[src/rtl/rv32i_pkg.sv]
// Shared definitions for the RV32I multi-cycle control unit.
// Holds opcode constants, ALU funct_select codes, the controller state
// enum, the datapath mux encodings and a legality check for instruction
// words. No ports.
package rv32i_pkg;

    // Major opcodes (instr[6:0])
    localparam logic [6:0] OP_LUI    = 7'b0110111;
    localparam logic [6:0] OP_AUIPC  = 7'b0010111;
    localparam logic [6:0] OP_JAL    = 7'b1101111;
    localparam logic [6:0] OP_JALR   = 7'b1100111;
    localparam logic [6:0] OP_BRANCH = 7'b1100011;
    localparam logic [6:0] OP_LOAD   = 7'b0000011;
    localparam logic [6:0] OP_STORE  = 7'b0100011;
    localparam logic [6:0] OP_IMM    = 7'b0010011;
    localparam logic [6:0] OP_REG    = 7'b0110011;
    localparam logic [6:0] OP_FENCE  = 7'b0001111;
    localparam logic [6:0] OP_SYSTEM = 7'b1110011;

    // ALU funct_select: bit4 = subtract/carry-in, [3:0] = operation
    localparam logic [4:0] ALU_ADD  = 5'b00000;
    localparam logic [4:0] ALU_SUB  = 5'b10000;
    localparam logic [4:0] ALU_XOR  = 5'b00001;
    localparam logic [4:0] ALU_OR   = 5'b00010;
    localparam logic [4:0] ALU_AND  = 5'b00011;
    localparam logic [4:0] ALU_SLTU = 5'b00100;
    localparam logic [4:0] ALU_SLT  = 5'b00101;

    // Datapath mux encodings
    localparam logic [1:0] SRC1_RS1  = 2'd0;
    localparam logic [1:0] SRC1_PC   = 2'd1;
    localparam logic [1:0] SRC1_ZERO = 2'd2;
    localparam logic [1:0] SRC2_RS2  = 2'd0;
    localparam logic [1:0] SRC2_IMM  = 2'd1;
    localparam logic [1:0] SRC2_FOUR = 2'd2;
    localparam logic [1:0] WB_ALU    = 2'd0;
    localparam logic [1:0] WB_MEM    = 2'd1;
    localparam logic [1:0] WB_PC4    = 2'd2;
    localparam logic [1:0] WB_IMM    = 2'd3;
    localparam logic [1:0] PC_PLUS4  = 2'd0;
    localparam logic [1:0] PC_BRANCH = 2'd1;
    localparam logic [1:0] PC_JALR   = 2'd2;
    localparam logic [1:0] SH_SLL    = 2'd0;
    localparam logic [1:0] SH_SRL    = 2'd1;
    localparam logic [1:0] SH_SRA    = 2'd2;

    typedef enum logic [2:0] {
        S_FETCH  = 3'd0,
        S_DECODE = 3'd1,
        S_EXEC   = 3'd2,
        S_MEM    = 3'd3,
        S_WB     = 3'd4,
        S_TRAP   = 3'd5
    } state_t;

    // True for every RV32I word this controller executes. SYSTEM
    // (ECALL/EBREAK/CSR) is deliberately rejected so it lands in TRAP.
    function automatic logic instr_legal(input logic [31:0] w);
        logic [6:0] op;
        logic [2:0] f3;
        logic [6:0] f7;
        logic       ok;
        op = w[6:0];
        f3 = w[14:12];
        f7 = w[31:25];
        case (op)
            OP_LUI, OP_AUIPC, OP_JAL: ok = 1'b1;
            OP_JALR:   ok = (f3 == 3'b000);
            OP_BRANCH: ok = (f3 != 3'b010) && (f3 != 3'b011);
            OP_LOAD:   ok = (f3 != 3'b011) && (f3 != 3'b110) && (f3 != 3'b111);
            OP_STORE:  ok = (f3 <= 3'b010);
            OP_IMM: begin
                if (f3 == 3'b001)
                    ok = (f7 == 7'h00);
                else if (f3 == 3'b101)
                    ok = (f7 == 7'h00) || (f7 == 7'h20);
                else
                    ok = 1'b1;
            end
            OP_REG:    ok = (f7 == 7'h00) ||
                            ((f7 == 7'h20) && ((f3 == 3'b000) || (f3 == 3'b101)));
            OP_FENCE:  ok = (f3 == 3'b000);
            default:   ok = 1'b0;
        endcase
        return ok;
    endfunction

endpackage

[src/rtl/rv32i_imm_gen.sv]
// Immediate extraction for the RV32I formats (I, S, B, U, J).
// Ports:
//   instr  in  32  latched instruction word
//   imm    out 32  sign-extended immediate (0 for R-type / unknown opcodes)
module rv32i_imm_gen
    import rv32i_pkg::*;
(
    input  logic [31:0] instr,
    output logic [31:0] imm
);

    logic [6:0] opcode;
    assign opcode = instr[6:0];

    always_comb begin
        imm = '0;
        case (opcode)
            OP_IMM, OP_LOAD, OP_JALR, OP_FENCE, OP_SYSTEM:
                imm = {{20{instr[31]}}, instr[31:20]};
            OP_STORE:
                imm = {{20{instr[31]}}, instr[31:25], instr[11:7]};
            OP_BRANCH:
                imm = {{19{instr[31]}}, instr[31], instr[7], instr[30:25], instr[11:8], 1'b0};
            OP_LUI, OP_AUIPC:
                imm = {instr[31:12], 12'b0};
            OP_JAL:
                imm = {{11{instr[31]}}, instr[31], instr[19:12], instr[20], instr[30:21], 1'b0};
            default:
                imm = '0;
        endcase
    end

endmodule

[src/rtl/rv32i_mc_ctrl.sv]
// Multi-cycle control unit for an RV32I core.
// Sequences FETCH -> DECODE -> EXEC -> [MEM] -> [WB] and drives the
// datapath muxes, ALU code, shifter select and memory requests.
//
// Handshakes: imem_req/dmem_req are held high, with their qualifiers
// (dmem_we/size/unsigned) stable, until the matching *_ready is seen high
// at a rising edge; that edge completes the transfer. A ready without a
// request is ignored.
//
// Ports:
//   clk, rst                     clock, synchronous active-high reset
//   imem_req/ready/rdata         instruction fetch handshake
//   dmem_req/we/size/unsigned/ready  data access handshake
//   alu_funct_select, alu_src1_sel, alu_src2_sel, alu_zero, alu_lt  ALU control/flags
//   shift_en, shift_type         shifter write-back select
//   rs1_addr, rs2_addr, rd_addr, imm  decoded fields of the latched word
//   reg_we, wb_sel               register write-back control
//   pc_we, pc_sel, pc_init       PC update control and reset vector
//   illegal_instr                sticky trap indication
//   instr_retired                one pulse per completed instruction
//   dbg_state                    current controller state
module rv32i_mc_ctrl
    import rv32i_pkg::*;
#(
    parameter logic [31:0] RESET_PC = 32'h0000_0000
) (
    input  logic        clk,
    input  logic        rst,
    output logic        imem_req,
    input  logic        imem_ready,
    input  logic [31:0] imem_rdata,
    output logic        dmem_req,
    output logic        dmem_we,
    output logic [1:0]  dmem_size,
    output logic        dmem_unsigned,
    input  logic        dmem_ready,
    output logic [4:0]  alu_funct_select,
    output logic [1:0]  alu_src1_sel,
    output logic [1:0]  alu_src2_sel,
    input  logic        alu_zero,
    input  logic        alu_lt,
    output logic        shift_en,
    output logic [1:0]  shift_type,
    output logic [4:0]  rs1_addr,
    output logic [4:0]  rs2_addr,
    output logic [4:0]  rd_addr,
    output logic [31:0] imm,
    output logic        reg_we,
    output logic [1:0]  wb_sel,
    output logic        pc_we,
    output logic [1:0]  pc_sel,
    output logic [31:0] pc_init,
    output logic        illegal_instr,
    output logic        instr_retired,
    output state_t      dbg_state
);

    state_t      state, next_state;
    logic [31:0] ir;

    logic [6:0] opcode;
    logic [2:0] funct3;
    logic [6:0] funct7;
    assign opcode = ir[6:0];
    assign funct3 = ir[14:12];
    assign funct7 = ir[31:25];

    assign rs1_addr  = ir[19:15];
    assign rs2_addr  = ir[24:20];
    assign rd_addr   = ir[11:7];
    assign pc_init   = RESET_PC;
    assign dbg_state = state;

    // TRAP is only left through reset, so the state itself is the sticky flag.
    assign illegal_instr = (state == S_TRAP) && !rst;

    rv32i_imm_gen u_imm_gen (
        .instr (ir),
        .imm   (imm)
    );

    // Datapath control decoded purely from the instruction register. It is
    // constant for the whole instruction, so driving it in EXEC, MEM and WB
    // keeps the ALU address/result stable until write-back.
    logic [4:0] dec_funct;
    logic [1:0] dec_src1, dec_src2;
    logic       dec_shift_en;
    logic [1:0] dec_shift_type;
    logic [1:0] dec_wb_sel, dec_pc_sel;
    logic       br_taken;

    always_comb begin
        dec_funct      = ALU_ADD;
        dec_src1       = SRC1_RS1;
        dec_src2       = SRC2_RS2;
        dec_shift_en   = 1'b0;
        dec_shift_type = SH_SLL;
        dec_wb_sel     = WB_ALU;
        dec_pc_sel     = PC_PLUS4;
        case (opcode)
            OP_REG, OP_IMM: begin
                if (opcode == OP_IMM)
                    dec_src2 = SRC2_IMM;
                case (funct3)
                    3'b000: dec_funct = (opcode == OP_REG && funct7[5]) ? ALU_SUB : ALU_ADD;
                    3'b001: begin
                        dec_shift_en   = 1'b1;
                        dec_shift_type = SH_SLL;
                    end
                    3'b010: dec_funct = ALU_SLT;
                    3'b011: dec_funct = ALU_SLTU;
                    3'b100: dec_funct = ALU_XOR;
                    3'b101: begin
                        dec_shift_en   = 1'b1;
                        dec_shift_type = funct7[5] ? SH_SRA : SH_SRL;
                    end
                    3'b110: dec_funct = ALU_OR;
                    3'b111: dec_funct = ALU_AND;
                endcase
            end
            OP_LOAD: begin
                dec_src2   = SRC2_IMM;
                dec_wb_sel = WB_MEM;
            end
            OP_STORE:
                dec_src2 = SRC2_IMM;
            OP_BRANCH:
                dec_funct = funct3[2] ? (funct3[1] ? ALU_SLTU : ALU_SLT) : ALU_SUB;
            OP_JAL: begin
                dec_wb_sel = WB_PC4;
                dec_pc_sel = PC_BRANCH;
            end
            OP_JALR: begin
                dec_src2   = SRC2_IMM;
                dec_wb_sel = WB_PC4;
                dec_pc_sel = PC_JALR;
            end
            OP_LUI:
                dec_wb_sel = WB_IMM;
            OP_AUIPC: begin
                dec_src1 = SRC1_PC;
                dec_src2 = SRC2_IMM;
            end
            default: ;
        endcase
    end

    // funct3[2] picks the flag (zero for EQ/NE, lt for the compares);
    // funct3[0] inverts the sense for BNE/BGE/BGEU.
    assign br_taken = (funct3[2] ? alu_lt : alu_zero) ^ funct3[0];

    always_ff @(posedge clk) begin
        if (rst) begin
            state <= S_FETCH;
            ir    <= '0;
        end else begin
            state <= next_state;
            if (state == S_FETCH && imem_ready)
                ir <= imem_rdata;
        end
    end

    always_comb begin
        next_state       = state;
        imem_req         = 1'b0;
        dmem_req         = 1'b0;
        dmem_we          = 1'b0;
        dmem_size        = 2'b00;
        dmem_unsigned    = 1'b0;
        alu_funct_select = ALU_ADD;
        alu_src1_sel     = SRC1_RS1;
        alu_src2_sel     = SRC2_RS2;
        shift_en         = 1'b0;
        shift_type       = SH_SLL;
        reg_we           = 1'b0;
        wb_sel           = WB_ALU;
        pc_we            = 1'b0;
        pc_sel           = PC_PLUS4;
        instr_retired    = 1'b0;

        // While rst is high every strobe stays low, even before the state
        // register has been forced back to FETCH.
        if (!rst) begin
            if (state inside {S_EXEC, S_MEM, S_WB}) begin
                alu_funct_select = dec_funct;
                alu_src1_sel     = dec_src1;
                alu_src2_sel     = dec_src2;
                shift_en         = dec_shift_en;
                shift_type       = dec_shift_type;
            end

            case (state)
                S_FETCH: begin
                    imem_req = 1'b1;
                    if (imem_ready)
                        next_state = S_DECODE;
                end
                S_DECODE: begin
                    if (!instr_legal(ir)) begin
                        next_state = S_TRAP;
                    end else if (opcode == OP_FENCE) begin
                        pc_we         = 1'b1;
                        pc_sel        = PC_PLUS4;
                        instr_retired = 1'b1;
                        next_state    = S_FETCH;
                    end else begin
                        next_state = S_EXEC;
                    end
                end
                S_EXEC: begin
                    if (opcode == OP_BRANCH) begin
                        pc_we         = 1'b1;
                        pc_sel        = br_taken ? PC_BRANCH : PC_PLUS4;
                        instr_retired = 1'b1;
                        next_state    = S_FETCH;
                    end else if (opcode == OP_LOAD || opcode == OP_STORE) begin
                        next_state = S_MEM;
                    end else begin
                        next_state = S_WB;
                    end
                end
                S_MEM: begin
                    dmem_req      = 1'b1;
                    dmem_we       = (opcode == OP_STORE);
                    dmem_size     = funct3[1:0];
                    dmem_unsigned = funct3[2];
                    if (dmem_ready) begin
                        if (opcode == OP_STORE) begin
                            pc_we         = 1'b1;
                            pc_sel        = PC_PLUS4;
                            instr_retired = 1'b1;
                            next_state    = S_FETCH;
                        end else begin
                            next_state = S_WB;
                        end
                    end
                end
                S_WB: begin
                    reg_we        = (rd_addr != 5'd0);
                    wb_sel        = dec_wb_sel;
                    pc_we         = 1'b1;
                    pc_sel        = dec_pc_sel;
                    instr_retired = 1'b1;
                    next_state    = S_FETCH;
                end
                S_TRAP:
                    next_state = S_TRAP;
                default:
                    next_state = S_FETCH;
            endcase
        end
    end

endmodule

[config.mk]
export PLATFORM = sky130hd
export DESIGN_NAME = rv32i_mc_ctrl
export DESIGN_NICKNAME = d
export VERILOG_FILES = /design/src/rtl/rv32i_pkg.sv /design/src/rtl/rv32i_imm_gen.sv /design/src/rtl/rv32i_mc_ctrl.sv
export SDC_FILE = /design/constraint.sdc
export NUM_CORES = 1
export LEC_CHECK = 0
export CAP_MARGIN = 15
export CORE_UTILIZATION = 44
export CTS_BUF_LIST = sky130_fd_sc_hd__clkbuf_4
export DETAILED_ROUTE_END_ITERATION = 8
export GPL_ROUTABILITY_DRIVEN = 0
export PLACE_DENSITY = 0.93
export SETUP_SLACK_MARGIN = 0.02
export SLEW_MARGIN = 20
export SYNTH_ARGS = -nofsm -noshare
export SYNTH_HDL_FRONTEND = slang
export SYNTH_SLANG_ARGS = --single-unit
[constraint.sdc]
create_clock -name clk -period 5.4 [get_ports clk]
set_clock_uncertainty 0.15 [all_clocks]
set_input_delay 1.62 -clock clk [delete_from_list [all_inputs] [get_ports clk]]
set_output_delay 1.62 -clock clk [all_outputs]
set_load 0.05 [all_outputs]
==> summary.md <==
| Metric | Value |
|---|---|
| Detailed placer's ending HPWL | 6309 µm |
| Setup TNS | 0 ns |
| Required time of the critical path | 3.63 ns |
| Number of library cell types mapped by synthesis | 60 |
| Initial core utilization | 0.4637 |
| Worst path max stage delay | 0.89 ns |
| Type of the worst setup path | flip-flop to output port |
| Pin count of the biggest net entering global routing | 26 |
| Detailed-route DRC error count | 0 |
| Slew at the pin with the worst max-slew slack | 0.8408 ns |
| Leakage power summed over all cells | 1.614 nW |
| Share of layout cells above drive strength 1 | 0.1149 |
| Antenna Violating Nets Remaining | 0 |
| Top-Level Pins | 146 |
| Most common cell after layout, fill and taps aside | clkdlybuf4s50_1 |
| Area inside the core boundary | 6026 µm² |
| Leading register cell type out of synthesis | dfxtp_1 |
| Nets | 507 |
| Mean instance size in the synthesized netlist | 7.201 µm² |
| Final Core Density | 0.6553 |
| Hold-fix buffers, CTS | 0 |
| TritonCTS Sinks | 35 |
| Number of vias per cell after detailed routing | 5.473 |
| Placement Rows | 28 |
| Worst slew slack as a fraction of its limit | 0.4387 |
| Non-filler instance count after layout | 545 |
| Crit start category | flip-flop |
| Buffers on Ports | 110 |
| Flop and latch count out of synthesis | 35 |
| # fillers | 518 |
| Setup Viol. Count Final | 0 |
| Cell with the biggest individual delay on the critical path | dfxtp_1 |
| Time the worst path needs with I/O delays and setup | 5.144 ns |
| Die H | 81.69 µm |
| Netlist Area Pre-Place | 2794 µm² |
| Number of global-route vias before repair | 2,677 |
| Dpl cells | 537 |
| Worst Hold Depth | 2 |
| Cell count after synthesis | 388 |
| Initial DRC Count | 282 |
| Arrival time of the worst setup path | 3.37 ns |
| Layout area overhead | 41.33% |
| Max VDD drop | 187.8 µV |
| Status | finished, final reports clean |
| Global-route wire length before repair | 12,960 µm |
| Number of flops mapped to enable cells by yosys | 0 |
| Cell-by-cell listing of the critical path | a21boi_0 > a221o_1 > a21oi_4 > and2_4 > a21o_1 > clkdlybuf4s50_1 |
| Proportion of synthesized chip area in sequential cells | 0.2508 |
| Total die area | 6672 µm² |
| CTS tree | yes |
| Master cell of the clock root buffer | clkbuf_4 |
| Setup repair after global routing missed its margin | false |
| Number of instances resized during post-cts repair | 0 |
| Horizontal die dimension | 81.69 µm |
| Number of buffers inserted to repair setup after CTS | 0 |
| Clock transition at the registers of the reported paths | 0.11 ns |
| Average wire per cell in the routed design | 15.35 µm |
| Worst-path maximum fanout | 25 |
| Via total after detailed routing | 2,983 |
| # Max-Cap Violations | 0 |
| Total of warnings raised by yosys | 0 |
| Clock buffers created by TritonCTS | 5 |
| Power Dens Cells | 215.7 nW/µm² |
| Leading cell types in the layout, fill and taps excluded | 87 x clkdlybuf4s50_1, 78 x nand2_1, 40 x a21oi_1 |
| Total inserted antenna cells | 0 |
| Ys async rst share | 0 |
| Cell count of the worst reg-to-reg path | 5 |
| GR Overflow Total | 0 |
| Final Routed Wirelength | 8367 µm |
| Final Max Slew Viols | 0 |
| Type of the tightest min-delay check | flip-flop to flip-flop |
| CTS H-Tree Depth | 2 |
| Number of optimization iterations in the first detailed-route pass | 6 |
| Insertion delay of the later-clocked pin in the worst-skew pair | 0.35 ns |
| Share of the clock period used by the worst path | 0.9526 |
| Number of buffers on the longest clock path | 2 |
| Final hold violations | 0 |
| Number of antenna violations at the first check in global routing | 0 |
| Smallest hold slack | 0.3308 ns |
| Capturing element type of the critical path | output port |
| Timing-limited maximum frequency | 194.4 MHz |
| Tot GR Track Use | 0.2532 |
-- stage by stage --
step                total power (W)  cell area [µm²]  setup WS, ns
floorplan                 0.0006248             2932       0.09563
global placement          0.0006913             3891        0.3932
detailed placement        0.0007010             3891        0.3386
CTS                       0.0008523             3949        0.2861
global route              0.0008999             3949        0.1870
finish                    0.0008518             3949        0.2561
-- routing by layer --
layer | wire length (µm) | up-vias | global-route usage
met4 | 153 | 0 | 0.08772
li1 | - | 1415 | -
met3 | 845 | 15 | 0.07111
met5 | 0 | - | 0
met2 | 4055 | 177 | 0.4300
met1 | 3313 | 1376 | 0.3044
-- flip-flops by register name, indices dropped and copies added (netlist names) --
| signal | cells |
|---|---|
| ir | 32 |
| dbg_state | 3 |
-- final timing paths --
path                            startpoint            to  slack [ns]
worst min-delay path                ir[18]        ir[18]        0.33
worst max register to register       ir[5]  dbg_state[0]        2.82
worst min register to register      ir[18]        ir[18]        0.33
worst max-delay path                 ir[5]       imm[25]        0.26
-- kinds of logic after synthesis --
| family | after synthesis | synth area share |
|---|---|---|
| other | 1 | 0.001342 |
| DFF | 35 | 0.2508 |
| xor gates and xnor gates | 2 | 0.006271 |
| buffers and inverters | 86 | 0.1921 |
| and+or+nand+nor | 160 | 0.2915 |
| AOI/OAI and AO/OA | 102 | 0.2508 |
| adders and majority gates | 1 | 0.003583 |
| muxes | 1 | 0.003583 |
-- power breakdown --
part           internal, W  leakage [nW]  switching (W)
combinational     0.000128          1.29       0.000229
clock            0.0000608        0.0361      0.0000920
sequential        0.000286         0.287      0.0000561
-- cell type report --
type / count / area, µm² / area share
sequential: 35 / 700.7 / 0.1774
inverter: 8 / 30.03 / 0.007605
clock buffer: 7 / 52.55 / 0.01331
clock inverter: 1 / 5.005 / 0.001267
timing repair buffer: 118 / 1366 / 0.3460
tap: 75 / 93.84 / 0.02376
multi-input combinational: 301 / 1700 / 0.4306
-- cell usage after synthesis, types with 3 or more instances --
| library cell | count | area, µm² |
|---|---|---|
| nand2b_1 | 6 | 37.54 |
| nor4_1 | 5 | 31.28 |
| a211oi_1 | 3 | 22.52 |
| buf_2 | 6 | 30.03 |
| a32o_1 | 4 | 40.04 |
| nor3_1 | 6 | 30.03 |
| a21o_1 | 19 | 142.6 |
| and3_1 | 6 | 37.54 |
| and2_1 | 7 | 43.79 |
| a21oi_1 | 40 | 200.2 |
| o21ai_0 | 11 | 55.05 |
| nor2b_1 | 8 | 50.05 |
| dfxtp_1 | 35 | 700.7 |
| a22oi_1 | 3 | 22.52 |
| nor3b_1 | 4 | 30.03 |
| nor2_1 | 14 | 52.55 |
| nand3_1 | 3 | 15.01 |
| inv_1 | 8 | 30.03 |
| clkbuf_1 | 18 | 67.56 |
| buf_4 | 51 | 382.9 |
| nand3b_1 | 5 | 37.54 |
| nand2_1 | 78 | 292.8 |
-- critical path, delay by kind of cell (launching register included) --
kind / cells / cell delay, ns
AO/OA/AOI/OAI: 4 / 1.05
flip-flops: 1 / 0.89
buffers and inverters: 1 / 0.82
AND/OR/NAND/NOR: 1 / 0.26
(Power assumes the default switching activity.)
